==> config.mk <==
export PLATFORM = sky130hd
export DESIGN_NAME = sysid_reader
export DESIGN_NICKNAME = d
export VERILOG_FILES = /design/src/rtl/sysid_reader.sv
export SDC_FILE = /design/constraint.sdc
export NUM_CORES = 1
export LEC_CHECK = 0
export ABC_CLOCK_PERIOD_IN_PS = 5600
export BUFFER_PORTS_ARGS = -buffer_cell sky130_fd_sc_hd__clkbuf_2
export CAP_MARGIN = 25
export CORE_AREA = 3 3 81 83
export DETAILED_ROUTE_END_ITERATION = 10
export DIE_AREA = 0 0 84 86
export PLACE_DENSITY = 0.88
export SETUP_SLACK_MARGIN = 0.2
export SLEW_MARGIN = 0
export SYNTH_ARGS = -nofsm -noshare
export SYNTH_HDL_FRONTEND = slang
export SYNTH_SLANG_ARGS = --single-unit
==> constraint.sdc <==
create_clock -name clk -period 5.6 [get_ports clk]
set_input_delay 1.12 -clock clk [delete_from_list [all_inputs] [get_ports clk]]
set_output_delay 1.12 -clock clk [all_outputs]
set_load 0.01 [all_outputs]
==> src/rtl/sysid_reader.sv <==
// Avalon-MM read master that fetches the sysid ID and timestamp words and compares them with expected values.
// Optional build macro SYSID_READER_AUTOSTART_EN launches one check automatically after reset release.
module sysid_reader #(
    parameter logic [31:0] EXP_ID      = 32'd151178878,
    parameter logic [31:0] EXP_TS      = 32'd1526974626,
    parameter int          TIMEOUT_CYC = 255
) (
    input  logic        clk,
    input  logic        reset_n,
    input  logic        start,
    output logic        avm_address,
    output logic        avm_read,
    input  logic [31:0] avm_readdata,
    input  logic        avm_waitrequest,
    output logic        busy,
    output logic        done,
    output logic        id_ok,
    output logic        ts_ok,
    output logic        match,
    output logic        timeout,
    output logic [31:0] id_value,
    output logic [31:0] ts_value
);

    localparam int CW = $clog2(TIMEOUT_CYC + 1);
    localparam logic [CW-1:0] CNT_LAST = CW'(TIMEOUT_CYC - 1);

    typedef enum logic [1:0] {
        IDLE,
        RD_ID,
        RD_TS,
        FIN
    } state_t;

    state_t        state;
    state_t        state_next;
    logic [CW-1:0] wait_cnt;
    logic          go;
    logic          ack;
    logic          expired;

`ifdef SYSID_READER_AUTOSTART_EN
    // One-shot request armed by reset, consumed on the first edge spent in IDLE.
    logic auto_pending;

    always_ff @(posedge clk) begin
        if (!reset_n)
            auto_pending <= 1'b1;
        else if (state == IDLE)
            auto_pending <= 1'b0;
    end

    assign go = start || auto_pending;
`else
    assign go = start;
`endif

    assign ack     = !avm_waitrequest;
    assign expired = avm_waitrequest && (wait_cnt == CNT_LAST);

    always_ff @(posedge clk) begin
        if (!reset_n)
            state <= IDLE;
        else
            state <= state_next;
    end

    always_comb begin
        state_next  = state;
        avm_read    = 1'b0;
        avm_address = 1'b0;
        busy        = 1'b0;
        done        = 1'b0;
        case (state)
            IDLE: begin
                if (go)
                    state_next = RD_ID;
            end
            RD_ID: begin
                avm_read = 1'b1;
                busy     = 1'b1;
                if (ack)
                    state_next = RD_TS;
                else if (expired)
                    state_next = FIN;
            end
            RD_TS: begin
                avm_read    = 1'b1;
                avm_address = 1'b1;
                busy        = 1'b1;
                if (ack || expired)
                    state_next = FIN;
            end
            FIN: begin
                done       = 1'b1;
                state_next = IDLE;
            end
            default: state_next = IDLE;
        endcase
    end

    // match is settled on the timestamp capture edge so it is already valid while done is high.
    always_ff @(posedge clk) begin
        if (!reset_n) begin
            wait_cnt <= '0;
            id_ok    <= 1'b0;
            ts_ok    <= 1'b0;
            match    <= 1'b0;
            timeout  <= 1'b0;
            id_value <= '0;
            ts_value <= '0;
        end else begin
            case (state)
                IDLE: begin
                    if (go) begin
                        wait_cnt <= '0;
                        id_ok    <= 1'b0;
                        ts_ok    <= 1'b0;
                        match    <= 1'b0;
                        timeout  <= 1'b0;
                    end
                end
                RD_ID, RD_TS: begin
                    if (ack) begin
                        wait_cnt <= '0;
                        if (state == RD_ID) begin
                            id_value <= avm_readdata;
                            id_ok    <= (avm_readdata == EXP_ID);
                        end else begin
                            ts_value <= avm_readdata;
                            ts_ok    <= (avm_readdata == EXP_TS);
                            match    <= id_ok && (avm_readdata == EXP_TS);
                        end
                    end else if (expired) begin
                        wait_cnt <= '0;
                        timeout  <= 1'b1;
                    end else begin
                        wait_cnt <= wait_cnt + CW'(1);
                    end
                end
                default: ;
            endcase
        end
    end

endmodule

==> results of run 1 <==
power by group through the flow:
stage,clock (W),combinational [W],sequential (W)
after floorplan,0,0.000361,0.000727
after global placement,0,0.000544,0.000700
after detailed placement,0,0.000587,0.000704
after CTS,0.000425,0.000589,0.000692
after global routing,0.000454,0.000684,0.000701
final,0.000419,0.000618,0.000692
logic make-up after synthesis:
kind of cell / synth area share [%]
simple gates: 26.3
compound gates: 16.7
flops: 49.1
buf+inv: 3.70
fa+ha+maj: 2.36
xor+xnor: 0.827
mux: 0.984
flip-flops by register name, indices dropped and copies added (netlist names):
| signal | flops |
|---|---|
| ts_value | 32 |
| id_ok | 1 |
| ts_ok | 1 |
| wait_cnt | 8 |
| id_value | 32 |
| timeout | 1 |
| match | 1 |
| state | 2 |
metrics by stage:
stage	util (%)	area (sq um)
after global placement	62.8	3720
after CTS	66.8	3960
after detailed placement	63.5	3760
after floorplan	-	3180
after global routing	67.8	4010
final	67.8	4010
layout make-up:
cell class	instances	area, sq um
sequential	78	1560
timing repair buffer	112	641
fill	504	1910
clock buffer	10	138
inverter	5	18.8
multi-input combinational	291	1500
tap	75	93.8
clock inverter	5	58.8
metal layers:
metal	vias to the layer above	share of wire, %	wire, um	track usage (%)
li1	1527	-	-	-
met1	1478	42	3630	30.1
met2	105	49	4190	39.2
met3	22	5.9	510	5.19
met4	0	2.9	248	12.1
met5	-	0	0	0
worst max-delay path, cell delays in order (launching register included):
cell and delay, ns:
dfxtp_1 0.42, inv_1 0.09, ha_1 0.58, clkbuf_2 0.22
path summary, 6_finish.rpt:
| path | start | endpoint | slack (ns) | cells after the start |
|---|---|---|---|---|
| max | state[1]$_SDFFE_PN0P_ | avm_read | 2.83 | 3 |
| min | id_value[11]$_SDFFE_PN0P_ | id_value[11]$_SDFFE_PN0P_ | 0.46 | 2 |
| max reg2reg | state[1]$_SDFFE_PN0P_ | match$_SDFFE_PN0P_ | 3.44 | 6 |
| min reg2reg | id_value[11]$_SDFFE_PN0P_ | id_value[11]$_SDFFE_PN0P_ | 0.46 | 2 |
cell usage in the layout, fill, tap and decap left out, types with 2 or more instances in the layout:
cell / instances
nand2_1: 144
clkbuf_2: 107
dfxtp_1: 78
a21oi_1: 52
a21boi_0: 15
nor2_1: 14
clkbuf_8: 10
nand4_1: 6
ha_1: 6
inv_1: 4
nand2b_1: 3
o21ai_0: 3
or3_1: 3
a211oi_1: 3
nand3_1: 3
nor3_1: 3
nand4b_1: 3
nor4_1: 3
buf_16: 3
mux2i_1: 2
and3_1: 2
a21o_1: 2
a31o_2: 2
xor2_1: 2
o32ai_1: 2
clkinvlp_4: 2
==> metrics.md, run 1 <==
| Metric | Value |
|---|---|
| Row count | 28 |
| Clock skew | 0.00557 ns |
| Clock Path Buffers | 2 |
| Mapped Cells | 398 |
| Remaining global-route overflow | 0 |
| Post-DRT Antenna Nets | 0 |
| Commonest register cell after synthesis | dfxtp_1 |
| Post-synthesis to final-layout area growth | 26.2% |
| Area leader, netlist | dfxtp_1 |
| Max VDD drop | 226 uV |
| # clock sinks | 78 |
| H-tree depth | 3 |
| Ant. Diodes | 0 |
| DRT iter0 DRCs | around 230 |
| Die X-Extent | 84 um |
| Max-slew violation count | 0 |
| Drt drc | 0 |
| Sequential fraction of the synthesis area | approximately 49% |
| WP data arrival | 1.65 ns |
| Routed wire length | 8590 um |
| Hold Slack | ~0.46 ns |
| Yosys warns | 0 |
| Die ar. | 7220 sq um |
| Synth area leaders | dfxtp_1, nand2_1, a21oi_1 |
| Critical path class | reg2out |
| Final setup fails | 0 |
| Placed cell count | 559 |
| Worst Max-Slew Pin Slew | 0.719 ns |
| 1st-pass router iterations | 4 |
| Final Hold Fails | 0 |
| Max Fanout on Critical Path | 12 |
| Clk pwr share | 24.2% |
| Crit share post-route | about 50% |
| Via count | 3132 |
| Clk_lat worst skew | around 0.35 ns |
| GRT Overall Usage | 24.0% |
| FMAX | 360 MHz |
| Leakage Power | 1.66 nW |
| Die Span Y | 86 um |
| Synth top cells by count | nand2_1, dfxtp_1, a21oi_1 |
| CTS buffer count | 9 |
| Gpl congestion | 0.870 |
| CTS tree | yes |
| DP HPWL | 6210 um |
| Initial Utilization | 53.7% |
| Proportion of layout cells with a drive suffix above 1 | 26.5% |
| Synthesized area | 3180 sq um |
| Most frequent cell after synthesis | nand2_1 |
| RSZ-0062 raised after global routing | false |
| Status | finished, final reports clean |
| Crit end category | output pin |
| Async S/R FF share, synth | 0% |
| # Max-Cap Violations | 0 |
| First-pass GRT wire length | 14000 um |
| Rel. slew slack | 52.1% |
| Core area | 5920 sq um |
| # resized after CTS | 0 |
| Vias in the first global route | ~3k |
| Seq cells post-synth | 78 |
| Pre-CTS setup slack | 2.95 ns |
| P per Cell Area | 431 nW/um^2 |
| Sequential Power Share | roughly two fifths |
| Switching part of the total | 36.7% |
| CTS root buffer | clkbuf_8 |
| CP required | 4.48 ns |
| Syn avg cell area | 7.99 sq um |
| Internal | 0.00109 W |
| Post-synth EDFFs | 0 |
| Largest net degree at the start of global routing | 52 |
| Io pins | 108 |
| Power, Total | 0.00173 W |
| Syn nets | 440 |
| Antenna violations before repair | 0 |
| Clock slew at reported path FFs | 0.08 ns |
| Non-Filler Instances | about 580 |
| Top cell type's share of synthesized area | 49.1% |
| CP Launch Type | flop |
| I/O Buffers | 107 |
| CTS Hold Bufs | 0 |
| Buffer count from post-CTS setup fixing | 0 |
| Cell variety after synth | 45 |
| PnR worst setup slack | 2.83 ns |
| Via density per instance | 5.44 |
| Fin nets | 539 |
| Hold crit path type | reg2reg |
| Wirelength per Cell | 14.9 um |
| Final min period | about 2.8 ns |
| Gate power share | 35.7% |
| Setup TNS | 0 ns |
| Net Switching | 0.000634 W |
Power figures use the tool's default switching activity.
==> run 2, diff against run 1 <==
--- a/config.mk
+++ b/config.mk
@@ -5,13 +5,13 @@
 export SDC_FILE = /design/constraint.sdc
 export NUM_CORES = 1
 export LEC_CHECK = 0
-export ABC_CLOCK_PERIOD_IN_PS = 5600
+export ABC_CLOCK_PERIOD_IN_PS = 2800
 export BUFFER_PORTS_ARGS = -buffer_cell sky130_fd_sc_hd__clkbuf_2
 export CAP_MARGIN = 25
-export CORE_AREA = 3 3 81 83
+export CORE_AREA = 3 3 84 86
 export DETAILED_ROUTE_END_ITERATION = 10
-export DIE_AREA = 0 0 84 86
-export PLACE_DENSITY = 0.88
+export DIE_AREA = 0 0 87 89
+export PLACE_DENSITY = 0.82
 export SETUP_SLACK_MARGIN = 0.2
 export SLEW_MARGIN = 0
 export SYNTH_ARGS = -nofsm -noshare
==> constraint.sdc (replaced) <==
create_clock -name clk -period 2.8 [get_ports clk]
set_input_delay 0.56 -clock clk [delete_from_list [all_inputs] [get_ports clk]]
set_output_delay 0.56 -clock clk [all_outputs]
set_load 0.01 [all_outputs]
==> run 2 against run 1 <==
Net effect: total power grew 97%; sequential cell count is the same; global-route usage shrank 2.2 points; core utilization shrank 5.3 points; routed wire length shrank 2.5%; sequential share of layout area grew 0.47 points; critical path type unchanged.
==> metrics.md, run 2 (same netlist as run 1, synthesis figures left out) <==
| Metric | Value |
|---|---|
| Status | finished, final reports clean |
| Routed wire length | 8370 um |
| Post-DRT Antenna Nets | 0 |
| CP Launch Type | flop |
| Critical path class | reg2out |
| I/O Buffers | 107 |
| Crit path cell chain | inv_1 > ha_1 > clkbuf_2 |
| Commonest non-fill, non-tap cell in the layout | nand2_1 |
| Post-synthesis to final-layout area growth | 24.7% |
| Worst Max-Slew Pin Slew | 0.538 ns |
| Final Hold Fails | 0 |
| Clock skew | 0.00722 ns |
| Ant. Diodes | 0 |
| Slowest cell on crit path | ha_1 |
| DRT iter0 DRCs | approximately 170 |
| # clock sinks | between 70 and 80 |
| Vias in the first global route | between 2k and 3k |
| H-tree depth | 3 |
| Hold Slack | 0.450 ns |
| CTS tree | yes |
| Internal | 0.00213 W |
| Clock slew at reported path FFs | 0.09 ns |
| Gpl congestion | 0.800 |
| Max VDD drop | 428 uV |
| Initial Utilization | 50.1% |
| Critical path's largest stage delay | about 0.55 ns |
| Leakage Power | about 1.6 nW |
| CTS buffer count | 9 |
| Clock Path Buffers | 2 |
| Net Switching | 0.00127 W |
| Post-Layout Inst Area | 3960 sq um |
| Drt drc | 0 |
| Clk pwr share | about a quarter |
| # Max-Cap Violations | 0 |
| WP data arrival | 1.62 ns |
| GRT Overall Usage | 21.9% |
| # resized after CTS | 0 |
| P per Cell Area | 858 nW/um^2 |
| DP HPWL | 6030 um |
| Io pins | 108 |
| Hold crit path type | in2reg |
| Core area | 6350 sq um |
| Final min period | 2.18 ns |
| Setup TNS | 0 ns |
| Antenna violations before repair | 0 |
| Largest net degree at the start of global routing | 36 |
| Sequential Power Share | approximately two fifths |
| Max Fanout on Critical Path | 12 |
| Fillers | 580 |
| Via count | 3090 |
| CTS root buffer | clkbuf_8 |
| Die X-Extent | 87 um |
| Remaining global-route overflow | 0 |
| RSZ-0062 raised after global routing | false |
| Final setup fails | 0 |
| Max-slew violation count | 0 |
| Largest registers | id_value (32), ts_value (32), wait_cnt (8) |
| Fin nets | 540 |
| Via density per instance | 5.33 |
| Clk_lat worst skew | 0.35 ns |
| Proportion of layout cells with a drive suffix above 1 | 26.8% |
| Rel. slew slack | a little under two thirds |
| Crit end category | output pin |
| Placed cell count | 564 |
| Die Span Y | 89 um |
| Switching part of the total | 37.3% |
| Gate power share | 33.8% |
| CP required | around 2.2 ns |
| Die ar. | 7740 sq um |
| First-pass GRT wire length | 13200 um |
| 1st-pass router iterations | 5 |
| Crit share post-route | between 70 and 80% |
| Most frequent cells in the layout | nand2_1, clkbuf_2, dfxtp_1 |
| Non-Filler Instances | slightly below 600 |
| CTS Hold Bufs | 0 |
| Buffer count from post-CTS setup fixing | 0 |
| Placed instance area | roughly 3800 sq um |
| Row count | 29 |
| Wirelength per Cell | 14.4 um |
| FMAX | about 460 MHz |
[run 2: area by class of cell]
class                      instances  area [sq um]  share of cell area (%)
timing repair buffer             113           581                    14.6
sequential                        78          1560                    39.4
clock buffer                      10           138                    3.47
clock inverter                     6          68.8                    1.74
multi-input combinational        291          1500                    37.8
tap                               77          96.3                    2.43
inverter                           5          18.8                   0.473
[run 2: metrics by stage]
stage | setup slack, ns | power, W | util (%)
after global placement | 0.873 | 0.00252 | 59.2
after detailed placement | 0.724 | 0.00256 | 59.2
after global routing | 0.529 | 0.00361 | 62.4
after floorplan | 0.888 | 0.00218 | -
final | 0.619 | 0.00340 | 62.4
after CTS | 0.599 | 0.00342 | 62.4
[run 2: worst paths after layout]
path                             from                        end  slack [ns]  depth (start not counted)
max             state[1]$_SDFFE_PN0P_                   avm_read        0.62                          3
min                  avm_readdata[13]  ts_value[13]$_SDFFE_PN0P_        0.45                          3
max reg2reg     state[1]$_SDFFE_PN0P_         match$_SDFFE_PN0P_        0.74                          6
min reg2reg  id_value[2]$_SDFFE_PN0P_   id_value[2]$_SDFFE_PN0P_        0.46                          2
[run 2: layer usage]
metal  track usage, %  wire, um  vias to the layer above
met5                0         0                        -
met4             9.63       129                        0
met3             3.78       599                       10
li1                 -         -                     1534
met1             27.9      3610                     1444
met2             36.4      4030                      102
[run 2: power by group through the flow]
| stage | clock (W) | combinational (W) | sequential [W] |
|---|---|---|---|
| floorplan | 0 | 0.000723 | 0.00145 |
| global placement | 0 | 0.00113 | 0.00139 |
| detailed placement | 0 | 0.00116 | 0.00140 |
| CTS | 0.000890 | 0.00116 | 0.00137 |
| global route | 0.000934 | 0.00128 | 0.00139 |
| finish | 0.000878 | 0.00115 | 0.00137 |
[run 2: critical path, delay by kind of cell (launching register included)]
kind	cells	cell delay, ns
fa+ha+maj	1	0.55
flops	1	0.41
buf+inv	2	0.31
==> run 3, diff against run 2 <==
--- a/config.mk
+++ b/config.mk
@@ -5,13 +5,13 @@
 export SDC_FILE = /design/constraint.sdc
 export NUM_CORES = 1
 export LEC_CHECK = 0
-export ABC_CLOCK_PERIOD_IN_PS = 2800
+export ABC_CLOCK_PERIOD_IN_PS = 2000
 export BUFFER_PORTS_ARGS = -buffer_cell sky130_fd_sc_hd__clkbuf_2
 export CAP_MARGIN = 25
-export CORE_AREA = 3 3 84 86
+export CORE_AREA = 3 3 89 91
 export DETAILED_ROUTE_END_ITERATION = 10
-export DIE_AREA = 0 0 87 89
-export PLACE_DENSITY = 0.82
+export DIE_AREA = 0 0 92 94
+export PLACE_DENSITY = 0.77
 export SETUP_SLACK_MARGIN = 0.2
 export SLEW_MARGIN = 0
 export SYNTH_ARGS = -nofsm -noshare
==> constraint.sdc (replaced) <==
create_clock -name clk -period 2 [get_ports clk]
set_input_delay 0.4 -clock clk [delete_from_list [all_inputs] [get_ports clk]]
set_output_delay 0.4 -clock clk [all_outputs]
set_load 0.01 [all_outputs]
==> run 3 against run 2 <==
Net effect: first-iteration DRC count decreased by 26%; core utilization decreased by 4.4 points; global-route usage decreased by 1.7 points; critical path depth increased by 2; largest power group is now combinational cells; clock skew increased by 0.0019 ns; cell area increased by 5.6%; routed wire length increased by 2.1%; total power increased by 55%.
==> metrics.md, run 3 (same netlist as run 1, synthesis figures left out) <==
| Metric | Value |
|---|---|
| Die X-Extent | 92 um |
| Largest registers | id_value (32), ts_value (32), wait_cnt (8) |
| Proportion of layout cells with a drive suffix above 1 | 30.7% |
| Ant. Diodes | 0 |
| CTS tree | yes |
| Final setup fails | 0 |
| Hold Slack | about 0.28 ns |
| FMAX | 561 MHz |
| I/O Buffers | about 110 |
| CP required | 1.60 ns |
| Largest net degree at the start of global routing | 36 |
| Reg2reg end | wait_cnt[7]$_SDFFE_PN0P_ |
| DRT iter0 DRCs | between 100 and 150 |
| Leakage Power | roughly 1.7 nW |
| Critical path class | reg2out |
| RSZ-0062 raised after global routing | true |
| R2R setup slack | 0.24 ns |
| Rel. slew slack | 65.6% |
| Routed wire length | approximately 8500 um |
| Crit end category | output pin |
| Via count | between 3k and 4k |
| Core area | 7210 sq um |
| # Max-Cap Violations | 0 |
| Remaining global-route overflow | 0 |
| Reg2Reg Depth | 7 |
| Hold path depth | 3 |
| First-pass GRT wire length | 13700 um |
| CTS root buffer | clkbuf_8 |
| Final min period | 1.78 ns |
| Post-DRT Antenna Nets | 0 |
| Max VDD drop | 563 uV |
| Fin nets | roughly 550 |
| Wirelength per Cell | approximately 14 um |
| CTS buffer count | 9 |
| P per Cell Area | 1260 nW/um^2 |
| Initial Utilization | 44.1% |
| CTS Hold Bufs | 0 |
| WP data arrival | 1.38 ns |
| Setup TNS | 0 ns |
| Clk_lat worst skew | 0.35 ns |
| Status | finished, final reports clean |
| Critical Path Source | state[0]$_SDFFE_PN0P_ |
| Final Hold Fails | 0 |
| Clock skew | 0.00911 ns |
| Commonest non-fill, non-tap cell in the layout | nand2_1 |
| Post-synthesis to final-layout area growth | 31.7% |
| Worst Max-Slew Pin Slew | ~0.5 ns |
| H-tree depth | 3 |
| Io pins | 108 |
| Die Span Y | 94 um |
| GRT Overall Usage | 20.1% |
| Via density per instance | 5.05 |
| Max-slew violation count | 0 |
| Drt drc | 0 |
| Reg2reg start | state[0]$_SDFFE_PN0P_ |
| # clock sinks | 78 |
| Clock Path Buffers | 2 |
| Most frequent cells in the layout | nand2_1, clkbuf_2, dfxtp_1 |
| Die ar. | 8650 sq um |
| Antenna violations before repair | 0 |
| Row count | 31 |
| Hold crit path type | in2reg |
| DP HPWL | 6150 um |
| Hold path endpoint | ts_value[8]$_SDFFE_PN0P_ |
| CP Launch Type | flop |
| 1st-pass router iterations | 4 |
| Crit share post-route | 89.1% |
| Gpl congestion | 0.817 |
| Clock slew at reported path FFs | 0.08 ns |
| Min-Delay Startpoint | avm_readdata[8] |
| Max Fanout on Critical Path | 4 |
| Vias in the first global route | about 2.9k |
## run 3: cell types whose count changed in the layout (fill, tap and decap cells not counted), sizes merged
cell	delta
buf	+14
bufinv	+1
clkbuf	-2
clkinv	-2
clkinvlp	+1
## run 3: area by class of cell
cell class,instances,area (sq um)
inverters,5,21.3
fillers,701,3030
clock inverters,6,92.6
well taps,99,124
multi-input cells,291,1540
flip-flops and latches,78,1570
repair buffers,125,703
clock buffers,10,138
## run 3: where the power goes
part | internal [W] | switching [W]
combinational | 0.000876 | 0.00112
clock | 0.000743 | 0.000595
sequential | 0.00180 | 0.000140
total | 0.00342 | 0.00186
## run 3: timing repair
item | in CTS | in global routing
setup endpoints to repair | 4 | 11
endpoints found under the hold margin | 0 | 0
setup buffers | 2 | 7
gates resized for setup | 3 | 18
pin swaps | 1 | 5
## run 3: worst max-delay path, cell delays in order (launching register included)
cell,delay [ns]
dfxtp_4,0.38
inv_4,0.05
ha_4,0.23
buf_6,0.12
buf_4,0.14
buf_6,0.12
## run 3: how the worst max path moves through the flow
| stage | endpoint | slack (ns) | cells past startpoint |
|---|---|---|---|
| 2_1_floorplan | wait_cnt[7]$_SDFFE_PN0P_ | 0.22 | 7 |
| 3_3_place_gp | wait_cnt[7]$_SDFFE_PN0P_ | 0.25 | 6 |
| 3_5_place_dp | wait_cnt[7]$_SDFFE_PN0P_ | 0.17 | 6 |
| 4_1_cts | wait_cnt[7]$_SDFFE_PN0P_ | 0.23 | 6 |
| 5_1_grt | wait_cnt[7]$_SDFFE_PN0P_ | 0.16 | 7 |
| 6_report | busy | 0.22 | 5 |
## run 3: routing by layer
layer	GRT usage (%)	routed length, um	vias to the layer above
li1	-	-	1559
met1	25.1	3720	1424
met2	33.4	4090	104
met3	6.41	582	13
met4	5.82	148	0
met5	0	0	-
## run 3: stage by stage
stage	cell area, sq um	total power [W]	setup WS (ns)	util (%)	cells
CTS	4080	0.00507	0.234	56.6	607
finish	4190	0.00527	0.219	58.0	614
global route	4190	0.00562	0.157	58.0	614
detailed placement	3830	0.00369	0.171	53.1	589
floorplan	3200	0.00311	0.220	-	398
global placement	3830	0.00363	0.246	53.1	589
